<file path="config.mk">
export PLATFORM = sky130hd
export DESIGN_NAME = clint_ctrl_flat
export DESIGN_NICKNAME = d
export VERILOG_FILES = /design/src/rtl/clint_ctrl_if.sv /design/src/rtl/clint_ctrl.sv /design/src/flat_wrapper.sv
export SDC_FILE = /design/constraint.sdc
export NUM_CORES = 1
export LEC_CHECK = 0
export CELL_PAD_IN_SITES_DETAIL_PLACEMENT = 0
export CELL_PAD_IN_SITES_GLOBAL_PLACEMENT = 1
export CORE_MARGIN = 3
export CORE_UTILIZATION = 45
export DETAILED_ROUTE_END_ITERATION = 8
export GPL_TIMING_DRIVEN = 0
export PLACE_DENSITY = 0.88
export SYNTH_ARGS = -nofsm -noshare
export SYNTH_HDL_FRONTEND = slang
export SYNTH_SLANG_ARGS = --single-unit
</file>
<file path="constraint.sdc">
create_clock -name clk -period 3.8 [get_ports clk]
set_input_delay 0.76 -clock clk [delete_from_list [all_inputs] [get_ports clk]]
set_output_delay 0.76 -clock clk [all_outputs]
set_load 0.1 [all_outputs]
</file>
<file path="src/rtl/clint_ctrl_if.sv">
// Register-bus bundle for clint_ctrl.
//
// Handshake: bus_req is a one-cycle request, sampled on a clk rising edge,
// and there is no backpressure (no ready signal). Every sampled request gets
// exactly one bus_ack pulse on the following cycle. bus_rdata carries read
// data while bus_ack is high and is 0 at all other times, including the ack
// of a write.
//
// Signals:
//   bus_req   : access request, at most one per cycle
//   bus_we    : 1 = write, 0 = read
//   bus_addr  : word offset into the register map
//   bus_wdata : write data
//   bus_ack   : access complete, one cycle after the request
//   bus_rdata : read data, valid while bus_ack is high
interface clint_ctrl_if;
  logic        bus_req;
  logic        bus_we;
  logic [2:0]  bus_addr;
  logic [31:0] bus_wdata;
  logic        bus_ack;
  logic [31:0] bus_rdata;

  modport master (
    output bus_req, bus_we, bus_addr, bus_wdata,
    input  bus_ack, bus_rdata
  );

  modport slave (
    input  bus_req, bus_we, bus_addr, bus_wdata,
    output bus_ack, bus_rdata
  );
endinterface

</file>
<file path="src/rtl/clint_ctrl.sv">
// Core-local interrupt controller: 64-bit machine timer with compare,
// software-interrupt bit and a prioritised external-interrupt latch, all
// reachable over a word-addressed register bus. Drives the level pending
// lines that feed mip, and takes the handler-done clears from the trap
// controller.
//
// Ports:
//   clk, rst_n          : clock, asynchronous active-low reset
//   bus                 : register bus (clint_ctrl_if slave)
//   ext_irq             : asynchronous level external interrupt sources
//   external_int_clear  : handler done, external (clears the claimed source)
//   software_int_clear  : handler done, software
//   timer_int_clear     : handler done, timer (also disarms the compare)
//   meip, mtip, msip    : registered pending outputs
//
// Register map (word offset):
//   0 MSIP  1 MTIMECMP_LO  2 MTIMECMP_HI  3 MTIME_LO  4 MTIME_HI
//   5 EXT_PEND (RO)  6 EXT_EN  7 EXT_CLAIM
module clint_ctrl #(
  parameter int TICK_DIV = 1,
  parameter int EXT_SRC  = 4
) (
  input  logic               clk,
  input  logic               rst_n,
  clint_ctrl_if.slave        bus,
  input  logic [EXT_SRC-1:0] ext_irq,
  input  logic               external_int_clear,
  input  logic               software_int_clear,
  input  logic               timer_int_clear,
  output logic               meip,
  output logic               mtip,
  output logic               msip
);

  localparam logic [7:0] PRESC_MAX = 8'(TICK_DIV - 1);

  logic [7:0]         presc;
  logic [63:0]        mtime;
  logic [63:0]        mtimecmp;
  logic               armed;
  logic [EXT_SRC-1:0] sync1, sync2, sync3;
  logic [EXT_SRC-1:0] pend, en;
  logic [4:0]         claim_r;

  logic               wr, rd, tick;
  logic [EXT_SRC-1:0] ext_rise, clr_mask, pend_en;
  logic [4:0]         claim_id;
  logic [31:0]        rd_mux;

  assign wr       = bus.bus_req & bus.bus_we;
  assign rd       = bus.bus_req & ~bus.bus_we;
  assign tick     = (presc == PRESC_MAX);
  assign ext_rise = sync2 & ~sync3;
  assign pend_en  = pend & en;

  // Lowest enabled pending index wins; ids are index+1 so 0 means none.
  always_comb begin
    claim_id = '0;
    for (int i = EXT_SRC - 1; i >= 0; i--) begin
      if (pend_en[i]) claim_id = 5'(i + 1);
    end
  end

  // Per-bit clear: a claim write naming the id, or handler-done on the
  // claimed id. Ids 0 and > EXT_SRC match no bit and so are ignored.
  always_comb begin
    clr_mask = '0;
    for (int i = 0; i < EXT_SRC; i++) begin
      if (wr && bus.bus_addr == 3'd7 && bus.bus_wdata == 32'(i + 1))
        clr_mask[i] = 1'b1;
      if (external_int_clear && claim_r == 5'(i + 1))
        clr_mask[i] = 1'b1;
    end
  end

  always_comb begin
    rd_mux = '0;
    case (bus.bus_addr)
      3'd0: rd_mux[0] = msip;
      3'd1: rd_mux = mtimecmp[31:0];
      3'd2: rd_mux = mtimecmp[63:32];
      3'd3: rd_mux = mtime[31:0];
      3'd4: rd_mux = mtime[63:32];
      3'd5: rd_mux[EXT_SRC-1:0] = pend;
      3'd6: rd_mux[EXT_SRC-1:0] = en;
      default: rd_mux[4:0] = claim_id;
    endcase
  end

  always_ff @(posedge clk or negedge rst_n) begin
    if (!rst_n) begin
      bus.bus_ack   <= 1'b0;
      bus.bus_rdata <= '0;
      presc         <= '0;
      mtime         <= '0;
      mtimecmp      <= '1;
      armed         <= 1'b0;
      mtip          <= 1'b0;
      msip          <= 1'b0;
      sync1         <= '0;
      sync2         <= '0;
      sync3         <= '0;
      pend          <= '0;
      en            <= '0;
      claim_r       <= '0;
      meip          <= 1'b0;
    end else begin
      // Bus response: reads see register values from before this edge.
      bus.bus_ack   <= bus.bus_req;
      bus.bus_rdata <= rd ? rd_mux : '0;

      // Timer: the prescaler free-runs; a bus write to a mtime half takes
      // that cycle's increment away.
      presc <= tick ? '0 : presc + 8'd1;
      if (wr && bus.bus_addr == 3'd3)      mtime[31:0]  <= bus.bus_wdata;
      else if (wr && bus.bus_addr == 3'd4) mtime[63:32] <= bus.bus_wdata;
      else if (tick)                       mtime        <= mtime + 64'd1;

      if (wr && bus.bus_addr == 3'd1) mtimecmp[31:0]  <= bus.bus_wdata;
      if (wr && bus.bus_addr == 3'd2) mtimecmp[63:32] <= bus.bus_wdata;

      if (timer_int_clear)                                  armed <= 1'b0;
      else if (wr && (bus.bus_addr == 3'd1 || bus.bus_addr == 3'd2)) armed <= 1'b1;

      mtip <= timer_int_clear ? 1'b0 : (armed && (mtime >= mtimecmp));

      // Software interrupt: the clear beats a simultaneous write.
      if (software_int_clear)              msip <= 1'b0;
      else if (wr && bus.bus_addr == 3'd0) msip <= bus.bus_wdata[0];

      // External: 2-flop synchronizer plus a history flop for edge detect.
      sync1 <= ext_irq;
      sync2 <= sync1;
      sync3 <= sync2;
      pend  <= (pend & ~clr_mask) | ext_rise;
      if (wr && bus.bus_addr == 3'd6) en <= bus.bus_wdata[EXT_SRC-1:0];

      // A new claim read in the same cycle as a handler-done keeps the
      // newer claim.
      if (external_int_clear && claim_r != 5'd0) claim_r <= '0;
      if (rd && bus.bus_addr == 3'd7 && claim_id != 5'd0) claim_r <= claim_id;

      meip <= external_int_clear ? 1'b0 : |pend_en;
    end
  end

endmodule
</file>
<file path="src/flat_wrapper.sv">
// flat-port wrapper written by rule: the top's interface ports become plain ports
module clint_ctrl_flat 
#(
  parameter int TICK_DIV = 1,
  parameter int EXT_SRC  = 4
)
  (clk, rst_n, ext_irq, external_int_clear, software_int_clear, timer_int_clear, meip, mtip, msip, bus_bus_req, bus_bus_we, bus_bus_addr, bus_bus_wdata, bus_bus_ack, bus_bus_rdata);
  clint_ctrl_if bus_i ();
  input  logic clk;
  input  logic rst_n;
  input  logic [EXT_SRC-1:0] ext_irq;
  input  logic external_int_clear;
  input  logic software_int_clear;
  input  logic timer_int_clear;
  output logic meip;
  output logic mtip;
  output logic msip;
  input wire logic [$bits(bus_i.bus_req)-1:0] bus_bus_req;
  input wire logic [$bits(bus_i.bus_we)-1:0] bus_bus_we;
  input wire logic [$bits(bus_i.bus_addr)-1:0] bus_bus_addr;
  input wire logic [$bits(bus_i.bus_wdata)-1:0] bus_bus_wdata;
  output wire logic [$bits(bus_i.bus_ack)-1:0] bus_bus_ack;
  output wire logic [$bits(bus_i.bus_rdata)-1:0] bus_bus_rdata;
  assign bus_i.bus_req = bus_bus_req;
  assign bus_i.bus_we = bus_bus_we;
  assign bus_i.bus_addr = bus_bus_addr;
  assign bus_i.bus_wdata = bus_bus_wdata;
  assign bus_bus_ack = bus_i.bus_ack;
  assign bus_bus_rdata = bus_i.bus_rdata;
  clint_ctrl #(.TICK_DIV(TICK_DIV), .EXT_SRC(EXT_SRC)) u_core (.clk(clk), .rst_n(rst_n), .bus(bus_i), .ext_irq(ext_irq), .external_int_clear(external_int_clear), .software_int_clear(software_int_clear), .timer_int_clear(timer_int_clear), .meip(meip), .mtip(mtip), .msip(msip));
endmodule
</file>
==> results.md <==
| Item | This run |
| --- | --- |
| Mapped Cells | 1,271 |
| Max Cap Violations | 0 |
| Cell leakage power | 0.00541 uW |
| Multiplexer fraction of the synthesized cell area | 0.0114 |
| Cell-internal power | 4290 uW |
| Final Cycle Share | 0.984 |
| Critical path arrival | 4080 ps |
| Cell-by-cell trace of the critical path | clkdlybuf4s50_1, and2_1, clkbuf_1, and2_1, clkbuf_1, o21ai_0, clkbuf_2, clkbuf_1, a21oi_1, nor2_1, a21oi_1 |
| Setup TNS | 0 ps |
| Synth top area cells | sky130_fd_sc_hd__dfrtp_1 (29%), sky130_fd_sc_hd__dfstp_2 (15%), sky130_fd_sc_hd__ha_1 (7.4%) |
| Worst-case clock buffer depth | 2 |
| Final non-filler cell area | 0.0131 mm^2 |
| Highest fanout seen on the critical path | 10 |
| Finished Core Util | 0.536 |
| Power share of the sequential group | 0.446 |
| Final worst path period need | 3740 ps |
| Share of the synthesized area in compound gates (AO/OA/AOI/OAI) | 0.232 |
| Hold crit path type | primary input to async pin |
| Post CTS Setup Buffer Count | 0 |
| Cell with the largest stage delay on the worst path | sky130_fd_sc_hd__clkbuf_1 |
| Initial core utilization | 0.461 |
| Ratio of cells with drive above 1 in the final layout | 0.0883 |
| Clock skew | 19.4 ps |
| Yosys warnings | 0 |
| Result of the run | finished, final reports clean |
| Post-synthesis cell type count | 71 |
| P per Cell Area | 527 mW/mm^2 |
| Net count after synthesis | 1,384 |
| Xor/xnor cell area share of the yosys netlist | 0.00466 |
| Critical path class | primary input to register |
| RSZ-0062 raised after global routing | false |
| Area inside the core boundary | 0.0245 mm^2 |
| Insertion delay of the later-clocked pin in the worst-skew pair | 450 ps |
| Sequential element share of the synthesized area | 0.442 |
| Vias in the first global route | 10,300 |
| Total net switching power | 2630 uW |
| Net count, final | 1,481 |
| Clock group share of total power | 0.282 |
| Htree depth | 4 |
| Total CTS buffers | 17 |
| Placed wire-length estimate | 28,600 um |
| Number of vias per cell after detailed routing | 6.26 |
| Post-synthesis cell type with the largest combined area | sky130_fd_sc_hd__dfrtp_1 |
| Placed inst area | 0.0125 mm^2 |
| Wire per inst | 23.4 um |
| Combinational fraction of design power | 0.272 |
| Antenna diode count | 0 |
| Total wirelength of the detailed-routed design | 40,000 um |
| Antenna violations before repair | 0 |
| X dimension of the die | 164 um |
| Share of the synthesized area in the top cell type | 0.293 |
| Post-DRT Antenna Nets | 0 |
| DRC violations left | 0 |
| Number of buffer and inverter instances along the worst setup path | 5 |
| Simple-gate portion of the synthesized area | 0.179 |
| Worst-case headroom to the max-slew limit | 0.184 |
| Total number of placement rows | 57 |
| Aggregate global routing overflow | 0 |
| Post-synthesis instance area | 0.0113 mm^2 |
| Wire length of the first global-routing pass | 61,500 um |
| Floorplan die area | 0.0270 mm^2 |
| # IOs | 82 |
| Maximum number of pins on one net before global-route repair | 100 |
| Actual transition at the worst max-transition pin | 1220 ps |
| Most used flip-flop cell after synthesis | sky130_fd_sc_hd__dfrtp_1 |
| GRT Resource Usage Total | 0.301 |
| Post-synth ARST share | 1.00 |
| Worst path max stage delay | 540 ps |
| Achievable frequency | 0.267 GHz |
| Worst-case setup slack after placement | -335 ps |
| Worst hold slack | 341 ps |
| Cell at the root of the clock tree | sky130_fd_sc_hd__clkbuf_16 |
| Count of flip-flops with a built-in enable after synthesis | 0 |
| Total of cells resized after clock tree synthesis | 0 |
| PortBufs | 77 |
| Growth of design area from synthesis to finish | 16.4% |
| Number of clock sinks | 196 |
| Final-report max-slew violation count | 0 |
| Number of iterations in the first detailed-routing pass | 8 |
| Die height | 164 um |
| TritonCTS clock tree | done |
| Req. time, crit path | 4140 ps |
| Hold Buf Count CTS | 0 |
| Kind of start point of the critical path | primary input |
| Avg Synthesized Cell Area | 8.87 um^2 |
| Min setup slack post-route | 59.1 ps |
| Dominant combinational cell family by area after synthesis | compound AO/OA/AOI/OAI gates |
| Vias after detailed routing | 10,700 |
| Net switching share of the total power | 0.380 |
| IR Drop Worst-Case VDD | 0.332 mV |
| Clock transition time at the flip-flop clock pins of the worst setup and hold paths | 90 ps |
| Detailed router's first-iteration violation count | 1,151 |
| Hold Fails Final Rpt | 0 |
| Adder and majority gate portion of the synthesized area | 0.0744 |
| Critical Path End Type | register |
| CP dominant cell by count | sky130_fd_sc_hd__clkbuf_1 |
| Number of flip-flops and latches in the synthesized netlist | 196 |
| Routability congestion estimate from global placement | 0.979 |
| Final number of setup-violating endpoints | 0 |
| Critical path's top delay family | buffers and inverters |
-- cells in the mapped netlist, types with 6 or more instances --
cell / number
sky130_fd_sc_hd__a22oi_1: 59
sky130_fd_sc_hd__nand2_1: 142
sky130_fd_sc_hd__o22a_1: 9
sky130_fd_sc_hd__a21o_1: 15
sky130_fd_sc_hd__nand4_1: 30
sky130_fd_sc_hd__dfstp_2: 64
sky130_fd_sc_hd__a2bb2oi_1: 7
sky130_fd_sc_hd__nor2_1: 57
sky130_fd_sc_hd__o22ai_1: 25
sky130_fd_sc_hd__nor2b_1: 8
sky130_fd_sc_hd__clkbuf_1: 62
sky130_fd_sc_hd__nand2b_1: 7
sky130_fd_sc_hd__o21ai_0: 117
sky130_fd_sc_hd__nor3_1: 30
sky130_fd_sc_hd__a21oi_1: 120
sky130_fd_sc_hd__nand3_1: 54
sky130_fd_sc_hd__inv_1: 85
sky130_fd_sc_hd__and2_1: 11
sky130_fd_sc_hd__a31oi_1: 6
sky130_fd_sc_hd__buf_1: 9
sky130_fd_sc_hd__a211oi_1: 8
sky130_fd_sc_hd__dfrtp_1: 132
sky130_fd_sc_hd__nor4_1: 17
sky130_fd_sc_hd__ha_1: 67
sky130_fd_sc_hd__and4_1: 9
sky130_fd_sc_hd__and3_1: 15
-- cells in the final DEF, fill, tap and decap left out, drive strengths merged, types with 18 or more instances in the layout --
cell           synthesis  layout
a22oi                 59      59
nor4                  19      19
dfrtp                132     132
a21oi                121     121
nand3                 54      54
buf                   16      18
ha                    67      67
nor3                  30      30
dfstp                 64      64
nand4                 31      31
nor2                  57      57
nand2                142     142
o21ai                117     117
o22ai                 25      25
clkbuf                63      80
clkdlybuf4s50          0      76
inv                   85      89
-- per-layer routing --
metal / track usage / part of all wire / up-vias
li1: - / - / 4866
met1: 0.428 / 0.43 / 5152
met2: 0.457 / 0.44 / 562
met3: 0.0633 / 0.091 / 90
met4: 0.0992 / 0.031 / 0
met5: 0 / 0 / -
-- state kept, by name, indices dropped and copies added, names as in the netlist --
name                  count
u_core.presc              8
u_core.en                 4
u_core.sync3              4
u_core.claim_r            3
u_core.bus.bus_ack        1
u_core.meip               1
u_core.mtip               1
u_core.sync2              4
u_core.sync1              4
u_core.mtime             64
u_core.pend               4
u_core.bus.bus_rdata     32
u_core.msip               1
u_core.armed              1
u_core.mtimecmp          64
-- final cells by class --
| class | count | area (um^2) |
|---|---|---|
| multi-input cells | 911 | 5660 |
| well taps | 324 | 405 |
| clock buffers | 17 | 425 |
| fillers | 2265 | 11300 |
| plain buffers | 79 | 317 |
| clock inverters | 15 | 211 |
| inverters | 85 | 319 |
| repair buffers | 78 | 803 |
| flip-flops and latches | 196 | 4980 |
-- power groups by stage --
stage | registers (uW) | logic (uW) | clock network [uW]
detailed placement | 3100 | 1840 | 0
floorplan | 3030 | 1210 | 0
finish | 3080 | 1880 | 1950
CTS | 3060 | 1860 | 1970
global placement | 3080 | 1800 | 0
global route | 3130 | 2110 | 2060
-- final timing paths --
check                           slack [ps]                      end        startpoint  cells after the start
max in group asynchronous             2450         u_core.mtime[25]             rst_n                      2
worst max-delay path                    60         u_core.mtime[29]       bus_bus_req                     11
worst max register to register         700         u_core.mtime[56]  u_core.mtime[34]                      7
min in group clk                       350          u_core.sync2[1]   u_core.sync1[1]                      0
worst min register to register         350          u_core.sync2[1]   u_core.sync1[1]                      0
worst min-delay path                   340  u_core.bus.bus_rdata[7]             rst_n                      1
-- stage by stage --
stage,cells,total power (uW)
CTS,1705,6890
floorplan,1271,4240
global placement,1672,4880
detailed placement,1673,4940
finish,1705,6920
global route,1705,7300
-- cell families (layout without fill, tap and decap cells) --
kind of cell    Yosys count  in the layout
buf+inv                 164            274
simple gates            406            406
flops                   196            196
fa+ha+maj                67             67
xor+xnor                  6              6
compound gates          421            421
mux                      11             11
Note: power is estimated with default switching activity, not from simulation.
